===== src/rtl/writeback.sv =====
// WB stage: registers the MEM/WB payload, selects ALU or load data and drives the register write port.
// Optional retired-instruction counter enabled by defining WB_RETIRE_CNT_EN.
module writeback #(
    parameter int unsigned DATA_W = 32,
    parameter int unsigned ADDR_W = 5
`ifdef WB_RETIRE_CNT_EN
    ,
    parameter int unsigned CNT_W  = 32
`endif
) (
    input  logic              i_clk,
    input  logic              i_rst,
    input  logic              i_valid,
    input  logic              i_con_wb_regwrite,
    input  logic              i_con_wb_memtoreg,
    input  logic [ADDR_W-1:0] i_addr_WrReg,
    input  logic [DATA_W-1:0] i_data_AluRes,
    input  logic              i_mem_rvalid,
    input  logic [DATA_W-1:0] i_data_MemRd,
    output logic              o_stall,
    output logic              o_con_RegWr,
    output logic [ADDR_W-1:0] o_addr_WrReg,
    output logic [DATA_W-1:0] o_data_WrData
`ifdef WB_RETIRE_CNT_EN
    ,
    output logic [CNT_W-1:0]  o_cnt_retired
`endif
);

    typedef enum logic [0:0] {StIdle, StWaitMem} state_e;

    state_e            state_q, state_d;
    logic              regwr_q, regwr_d;
    logic [ADDR_W-1:0] addr_q, addr_d;
    logic [DATA_W-1:0] data_q, data_d;
    // Destination of a load waiting on memory; kept apart so the visible
    // address only changes when the write actually retires.
    logic [ADDR_W-1:0] paddr_q, paddr_d;
    logic              pwe_q, pwe_d;
`ifdef WB_RETIRE_CNT_EN
    logic [CNT_W-1:0]  cnt_q, cnt_d;
`endif

    always_comb begin
        state_d = state_q;
        regwr_d = 1'b0;
        addr_d  = addr_q;
        data_d  = data_q;
        paddr_d = paddr_q;
        pwe_d   = pwe_q;
`ifdef WB_RETIRE_CNT_EN
        cnt_d   = cnt_q;
`endif
        unique case (state_q)
            StIdle: begin
                if (i_valid) begin
                    if (i_con_wb_memtoreg && !i_mem_rvalid) begin
                        state_d = StWaitMem;
                        paddr_d = i_addr_WrReg;
                        pwe_d   = i_con_wb_regwrite && (i_addr_WrReg != '0);
                    end else begin
                        regwr_d = i_con_wb_regwrite && (i_addr_WrReg != '0);
                        addr_d  = i_addr_WrReg;
                        data_d  = i_con_wb_memtoreg ? i_data_MemRd : i_data_AluRes;
`ifdef WB_RETIRE_CNT_EN
                        cnt_d   = cnt_q + 1'b1;
`endif
                    end
                end
            end
            StWaitMem: begin
                if (i_mem_rvalid) begin
                    state_d = StIdle;
                    regwr_d = pwe_q;
                    addr_d  = paddr_q;
                    data_d  = i_data_MemRd;
`ifdef WB_RETIRE_CNT_EN
                    cnt_d   = cnt_q + 1'b1;
`endif
                end
            end
            default: state_d = StIdle;
        endcase
    end

    always_ff @(posedge i_clk) begin
        if (i_rst) begin
            state_q <= StIdle;
            regwr_q <= 1'b0;
            addr_q  <= '0;
            data_q  <= '0;
            paddr_q <= '0;
            pwe_q   <= 1'b0;
`ifdef WB_RETIRE_CNT_EN
            cnt_q   <= '0;
`endif
        end else begin
            state_q <= state_d;
            regwr_q <= regwr_d;
            addr_q  <= addr_d;
            data_q  <= data_d;
            paddr_q <= paddr_d;
            pwe_q   <= pwe_d;
`ifdef WB_RETIRE_CNT_EN
            cnt_q   <= cnt_d;
`endif
        end
    end

    assign o_stall       = (state_q == StWaitMem);
    assign o_con_RegWr   = regwr_q;
    assign o_addr_WrReg  = addr_q;
    assign o_data_WrData = data_q;
`ifdef WB_RETIRE_CNT_EN
    assign o_cnt_retired = cnt_q;
`endif

endmodule

===== config.mk =====
export PLATFORM = sky130hd
export DESIGN_NAME = writeback
export DESIGN_NICKNAME = d
export VERILOG_FILES = /design/src/rtl/writeback.sv
export SDC_FILE = /design/constraint.sdc
export NUM_CORES = 1
export LEC_CHECK = 0
export ABC_AREA = 1
export CAP_MARGIN = 20
export CORE_MARGIN = 4
export CORE_UTILIZATION = 40
export CTS_BUF_LIST = sky130_fd_sc_hd__clkbuf_16
export DETAILED_ROUTE_END_ITERATION = 8
export GPL_TIMING_DRIVEN = 0
export PLACE_DENSITY = 0.8
export SLEW_MARGIN = 20
export SYNTH_ARGS = -nofsm -noshare
export SYNTH_HDL_FRONTEND = slang
export SYNTH_SLANG_ARGS = --single-unit

===== constraint.sdc =====
create_clock -name i_clk -period 1.6 [get_ports i_clk]
set_input_delay 0.24 -clock i_clk [delete_from_list [all_inputs] [get_ports i_clk]]
set_output_delay 0.24 -clock i_clk [all_outputs]
set_load 0.01 [all_outputs]

==> run metrics, run 1 <==
Unique masters post-synth 18; R2R depth 8; Startpoint Class flip-flop; drt wl/cell ~13 µm; core footprint 0.00564 mm²; Hold WC Path Type flip-flop to flip-flop; Area growth syn-to-layout 57.7%; hold path start pwe_q; CTS Hold Buffers Added 0; die height ~85 µm; slowest CP cell clkdlybuf4s50_1; hold endpoint o_con_RegWr; Layout Skew ~0.0047 ns; syn_nets 445; WP buf/inv 1; LEAKAGE around 0.0017 µW; multiplexer share of the synthesized area 0; XOR/XNOR Fraction of Synth Area 0; worst skew pair latency ~0.28 ns; row cnt 27; All-Layer GR Usage 0.201; DR vias/cell roughly 4.9; initial antenna violation count 0; final worst-path cycle share 0.931; Post-Place Cells 555; routed wire length about 7.4 mm; status complete, no violations; pre-CTS setup slack -0.352 ns; total gr overflow 0; CTS tree yes; CP cell instances clkdlybuf4s50_1; Final Util 0.664; min Tclk post-route 1.49 ns; Crit Path Category flip-flop to primary output; MaxCap Viol Count 0; f_max between 600 and 700 MHz; htree depth 2; cell family with most CP delay buffers and inverters; Critical Path RT 1.36 ns; Post-Synth Adder-Cell Area 0; Starting Density 0.421; setup tns final 0 ns; final setup vio count 0; die footprint roughly 0.0072 mm²; TritonRoute pass-1 iters 4; Final ANT Viol Nets 0; largest cells by area after synthesis dfxtp_1, nand2_1, nor2_1, nand3b_1, o21ai_0; Fin. Hold Viols 0; slew margin rel. 0.709; sequential area share after synthesis 0.379; Placer Congestion ~0.86; via count 2749; Starting DRT DRC Count 105; Mean Syn Cell Area 6.42 µm²; CP arrival 1.25 ns; Mapped Cells 370; worst r2r src o_stall; I/O Buffers ~110; worst reg2reg setup slack roughly 0.24 ns; clock buffer depth 2; register clock-pin slew on the reported worst setup and hold paths around 0.06 ns; Tot Pwr around 3100 µW; Num CTS Buffers 5; # DRC 0; synth warn 0; main combinational cell family by area after synthesis simple AND/OR/NAND/NOR gates; Die W approximately 85 µm; Top Ports about 110; post-CTS setup buffers 0; Slew Limit Fails 0; largest net degree at the start of global routing 14; ant diodes 0; synthesized cell area ~0.0024 mm²; final setup margin between 0.1 and 0.15 ns; Post-DP HPWL about 5.6 mm; crit-path max FO 7; Layout fillers 495; first-pass GRT wire length between 10 and 15 mm; Worst path depth 1; post-synth top area share 0.379; reg2reg end o_data_WrData[25]; Post-Synth Simple-Gate Area 0.464; share of post-route cells with drive strength above 1 0.0631; setup repair after global routing missed its margin no; peak supply drop 548 µV; Pwr Density ~820 mW/mm²; Yosys top cell by area dfxtp_1; max incr delay on CP 0.56 ns; clock sink total 45; Seq cells post-synth 45; Root Driver clkbuf_16; final net count around 570; hold path depth 2; kind of end point of the critical path primary output; vias in the first global route roughly 2600; Finished Layout Cells ~560; post-synthesis compound-gate area fraction 0.0885; measured slew at the worst slew-check pin approximately 0.44 ns
## flip-flops by register name, indices dropped and copies added (netlist names)
signal	cells
o_stall	1
paddr_q	5
o_addr_WrReg	5
o_data_WrData	32
o_con_RegWr	1
pwe_q	1
## timing repair
action                                  4_1_cts  5_1_grt
pin swaps                                     0        0
gates cloned                                  0        0
endpoints found under the setup margin        6       40
gates resized for setup                       1        5
## kinds of logic (layout without fill, tap and decap cells)
family / count (synthesis) / count (layout)
AO/OA/AOI/OAI: 42 / 42
flip-flops: 45 / 45
buffers and inverters: 32 / 153
AND/OR/NAND/NOR: 251 / 251
## layout make-up
| class | instances | area (µm²) | area share |
|---|---|---|---|
| repair buffers | 113 | 1130 | 0.303 |
| well taps | 72 | 90.1 | 0.0241 |
| clock inverters | 3 | 12.5 | 0.00334 |
| multi-input cells | 293 | 1320 | 0.351 |
| inverters | 8 | 30.0 | 0.00802 |
| flip-flops and latches | 45 | 902 | 0.241 |
| plain buffers | 24 | 135 | 0.0361 |
| clock buffers | 5 | 125 | 0.0334 |
## power by group
part | switching, µW | total, µW | leakage [µW] | internal (µW)
logic | 369 | 838 | 0.00128 | 470
clock network | 411 | 976 | 0.0000687 | 565
registers | 45.1 | 1260 | 0.000373 | 1220
total | 825 | 3080 | 0.00172 | 2250
## through the flow
step           area (µm²)  hold slack (ns)
3_5_place_dp         3600            0.454
3_3_place_gp         3600            0.462
5_1_grt              3740            0.489
2_1_floorplan        2370            0.309
4_1_cts              3740            0.470
6_report             3740            0.468
## per-layer routing
| metal | vias up | part of all wire | routed length [µm] | GRT usage |
|---|---|---|---|---|
| met5 | - | 0 | 0 | 0 |
| met4 | 0 | 0.0024 | 18 | 0.0460 |
| met3 | 2 | 0.059 | 437 | 0.0544 |
| met2 | 69 | 0.51 | 3760 | 0.360 |
| met1 | 1273 | 0.43 | 3190 | 0.237 |
| li1 | 1405 | - | - | - |
## cells in the mapped netlist, drive strengths merged
master and instances:
clkbuf 6, buf 18, nand3 2, dfxtp 45, clkinv 1, nor2 92, a21oi 3, o21ai 39
nand3b 37, nand2 120, inv 7
## layout by cell type, fill, tap and decap left out
cell type and count:
a21oi_1 3, buf_1 3, buf_2 7, buf_4 3, buf_6 3, clkbuf_1 6
clkbuf_16 5, clkbuf_2 2, clkdlybuf4s50_1 112, clkinv_1 3, clkinv_2 1, dfxtp_1 44
dfxtp_2 1, dlymetal6s2s_1 1, inv_1 5, inv_2 2, nand2_1 118, nand2_2 2
nand3_1 2, nand3b_1 37, nor2_1 87, nor2_2 4, nor2_4 1, o21ai_0 39
## how the worst max path moves through the flow
stage,start,end,slack (ns)
2_1_floorplan,o_stall,o_addr_WrReg[3],0.38
3_3_place_gp,i_con_wb_memtoreg,pwe_q,-0.34
3_5_place_dp,i_con_wb_memtoreg,pwe_q,-0.35
4_1_cts,o_stall,o_stall,0.02
5_1_grt,o_stall,o_stall,0.06
6_report,o_stall,o_stall,0.11
(Power assumes the default switching activity.)
==> run 2, diff against run 1 <==
- CORE_MARGIN: 4 -> 3
- REMOVE_ABC_BUFFERS: not set -> 1
==> run 2 against run 1 <==
Against the previous run: final area decreased by 0.50%; setup slack worse by 0.055 ns; die area shrank 4.6%; sequential power is essentially flat; first-iteration DRC count is 4.8% higher.
==> run metrics, run 2 (synthesis results as in run 1) <==
Starting Density 0.421 (unchanged); share of post-route cells with drive strength above 1 0.0609 (was 0.0631); Placer Congestion 0.855 (was 0.856); htree depth 2 (unchanged); min Tclk post-route 1.55 ns (was 1.49 ns); final net count 551 (was 565); measured slew at the worst slew-check pin 0.757 ns (was 0.436 ns); max incr delay on CP 0.57 ns (was 0.56 ns); Finished Layout Cells 548 (was 563); worst hold slack 0.469 ns (was 0.468 ns); max FFs per register 32 (unchanged); core footprint 0.00564 mm² (unchanged); slowest CP cell clkdlybuf4s50_1 (unchanged); CP arrival 1.31 ns (was 1.25 ns); final instance area 0.00373 mm² (was 0.00374 mm²); WP buf/inv 1 (unchanged); clock sink total 45 (unchanged); clock buffer depth 2 (unchanged); worst skew pair latency 0.28 ns (about the same); Post-DP HPWL 4.54 mm (was 5.57 mm); peak supply drop 446 µV (was 548 µV); final setup vio count 0 (unchanged); status complete, no violations (unchanged); die footprint 0.00690 mm² (was 0.00723 mm²); Num CTS Buffers 5 (unchanged); slew margin rel. 0.494 (was 0.709); ant diodes 0 (unchanged); Top Metal Used met4 (unchanged); crit-path max FO 7 (unchanged); LEAKAGE 0.00169 µW (was 0.00172 µW); Layout Skew 0.00110 ns (was 0.00466 ns); CTS tree yes (unchanged); Tot Pwr 3060 µW (was 3080 µW); row cnt 27 (unchanged); Die W 83.1 µm (was 85.1 µm); All-Layer GR Usage 0.221 (was 0.201); # DRC 0 (unchanged); Root Driver clkbuf_16 (unchanged); Pwr Density 821 mW/mm² (about the same); Crit Path Category flip-flop to primary output (unchanged); Area growth syn-to-layout 56.9% (was 57.7%); most frequent cells in the layout nand2_1, clkdlybuf4s50_1, nor2_1 (unchanged); Final ANT Viol Nets 0 (unchanged); register clock-pin slew on the reported worst setup and hold paths 0.06 ns (about the same); DRT met1 WL 3.39 mm (was 3.19 mm); f_max 647 MHz (was 671 MHz); Startpoint Class flip-flop (unchanged); initial antenna violation count 0 (unchanged); Top Ports 114 (unchanged); Routed met2 length 3.82 mm (was 3.76 mm); CP cell instances clkdlybuf4s50_1 (unchanged); Hold WC Path Type flip-flop to flip-flop (unchanged); via count 2727 (was 2749); cell family with most CP delay buffers and inverters (unchanged); I/O Buffers 113 (unchanged); setup tns final 0 ns (unchanged); setup repair after global routing missed its margin no (unchanged); TritonRoute pass-1 iters 4 (unchanged); die height 83.1 µm (was 85.1 µm); total gr overflow 0 (unchanged); final worst-path cycle share 0.966 (was 0.931); kind of end point of the critical path primary output (unchanged); Slew Limit Fails 0 (unchanged); Fin. Hold Viols 0 (unchanged); DR vias/cell 4.98 (was 4.88); first-pass GRT wire length 12.8 mm (was 12.0 mm); commonest non-fill, non-tap cell in the layout nand2_1 (unchanged); Starting DRT DRC Count 110 (was 105); met3 WL 593 µm (was 437 µm); Post-Place Cells 531 (was 555); MaxCap Viol Count 0 (unchanged); Critical Path RT 1.36 ns (about the same); routed wire length 7.82 mm (was 7.41 mm); vias in the first global route 2635 (was 2585); drt wl/cell 14.3 µm (was 13.2 µm); largest net degree at the start of global routing 44 (was 14); Placed Instance Area 0.00347 mm² (was 0.00360 mm²)
[run 2: cell types whose count changed in the layout (fill, tap and decap cells not counted), moves of 2 or more]
cell,before,now
clkinv_1,3,1
nand2_4,0,2
buf_6,3,0
clkbuf_2,2,0
buf_1,3,0
buf_4,3,7
buf_2,7,0
nor2_4,1,3
clkbuf_1,6,0
[run 2: path summary, 6_finish.rpt]
path	to	startpoint	slack, ns	cells past startpoint
min reg2reg	o_con_RegWr	pwe_q	0.47	2
min	o_con_RegWr	pwe_q	0.47	2
max reg2reg	o_addr_WrReg[0]	o_stall	0.15	7
max	o_stall	o_stall	0.05	1
[run 2: area by class of cell]
class	count	area [µm²]
Inverter	8	35.0
Tap cell	72	90.1
Clock inverter	2	7.51
Multi-Input combinational cell	295	1370
Timing Repair Buffer	121	1200
Clock buffer	5	125
Sequential cell	45	905
Fill cell	515	1920
[run 2: where the power goes]
group          switching, µW  leakage, µW  internal, µW
combinational            381      0.00125           463
clock                    393    0.0000685           559
sequential              46.2     0.000373          1220
[run 2: stage by stage]
stage,util,setup slack [ns]
floorplan,-,-0.742
global placement,0.614,-2.04
detailed placement,0.615,-0.978
CTS,0.657,0.0507
global route,0.660,0.0146
finish,0.660,0.0545
[run 2: routing by layer]
| layer | track usage | up-vias |
|---|---|---|
| li1 | - | 1382 |
| met1 | 0.273 | 1244 |
| met2 | 0.388 | 99 |
| met3 | 0.0635 | 2 |
| met4 | 0.0342 | 0 |
| met5 | 0 | - |
[run 2: timing repair]
item	in CTS	in global routing
pin swaps	2	1
hold buffers	0	0
setup endpoints to repair	46	31
gates cloned	1	1
gates resized for setup	6	3
setup buffers	8	0
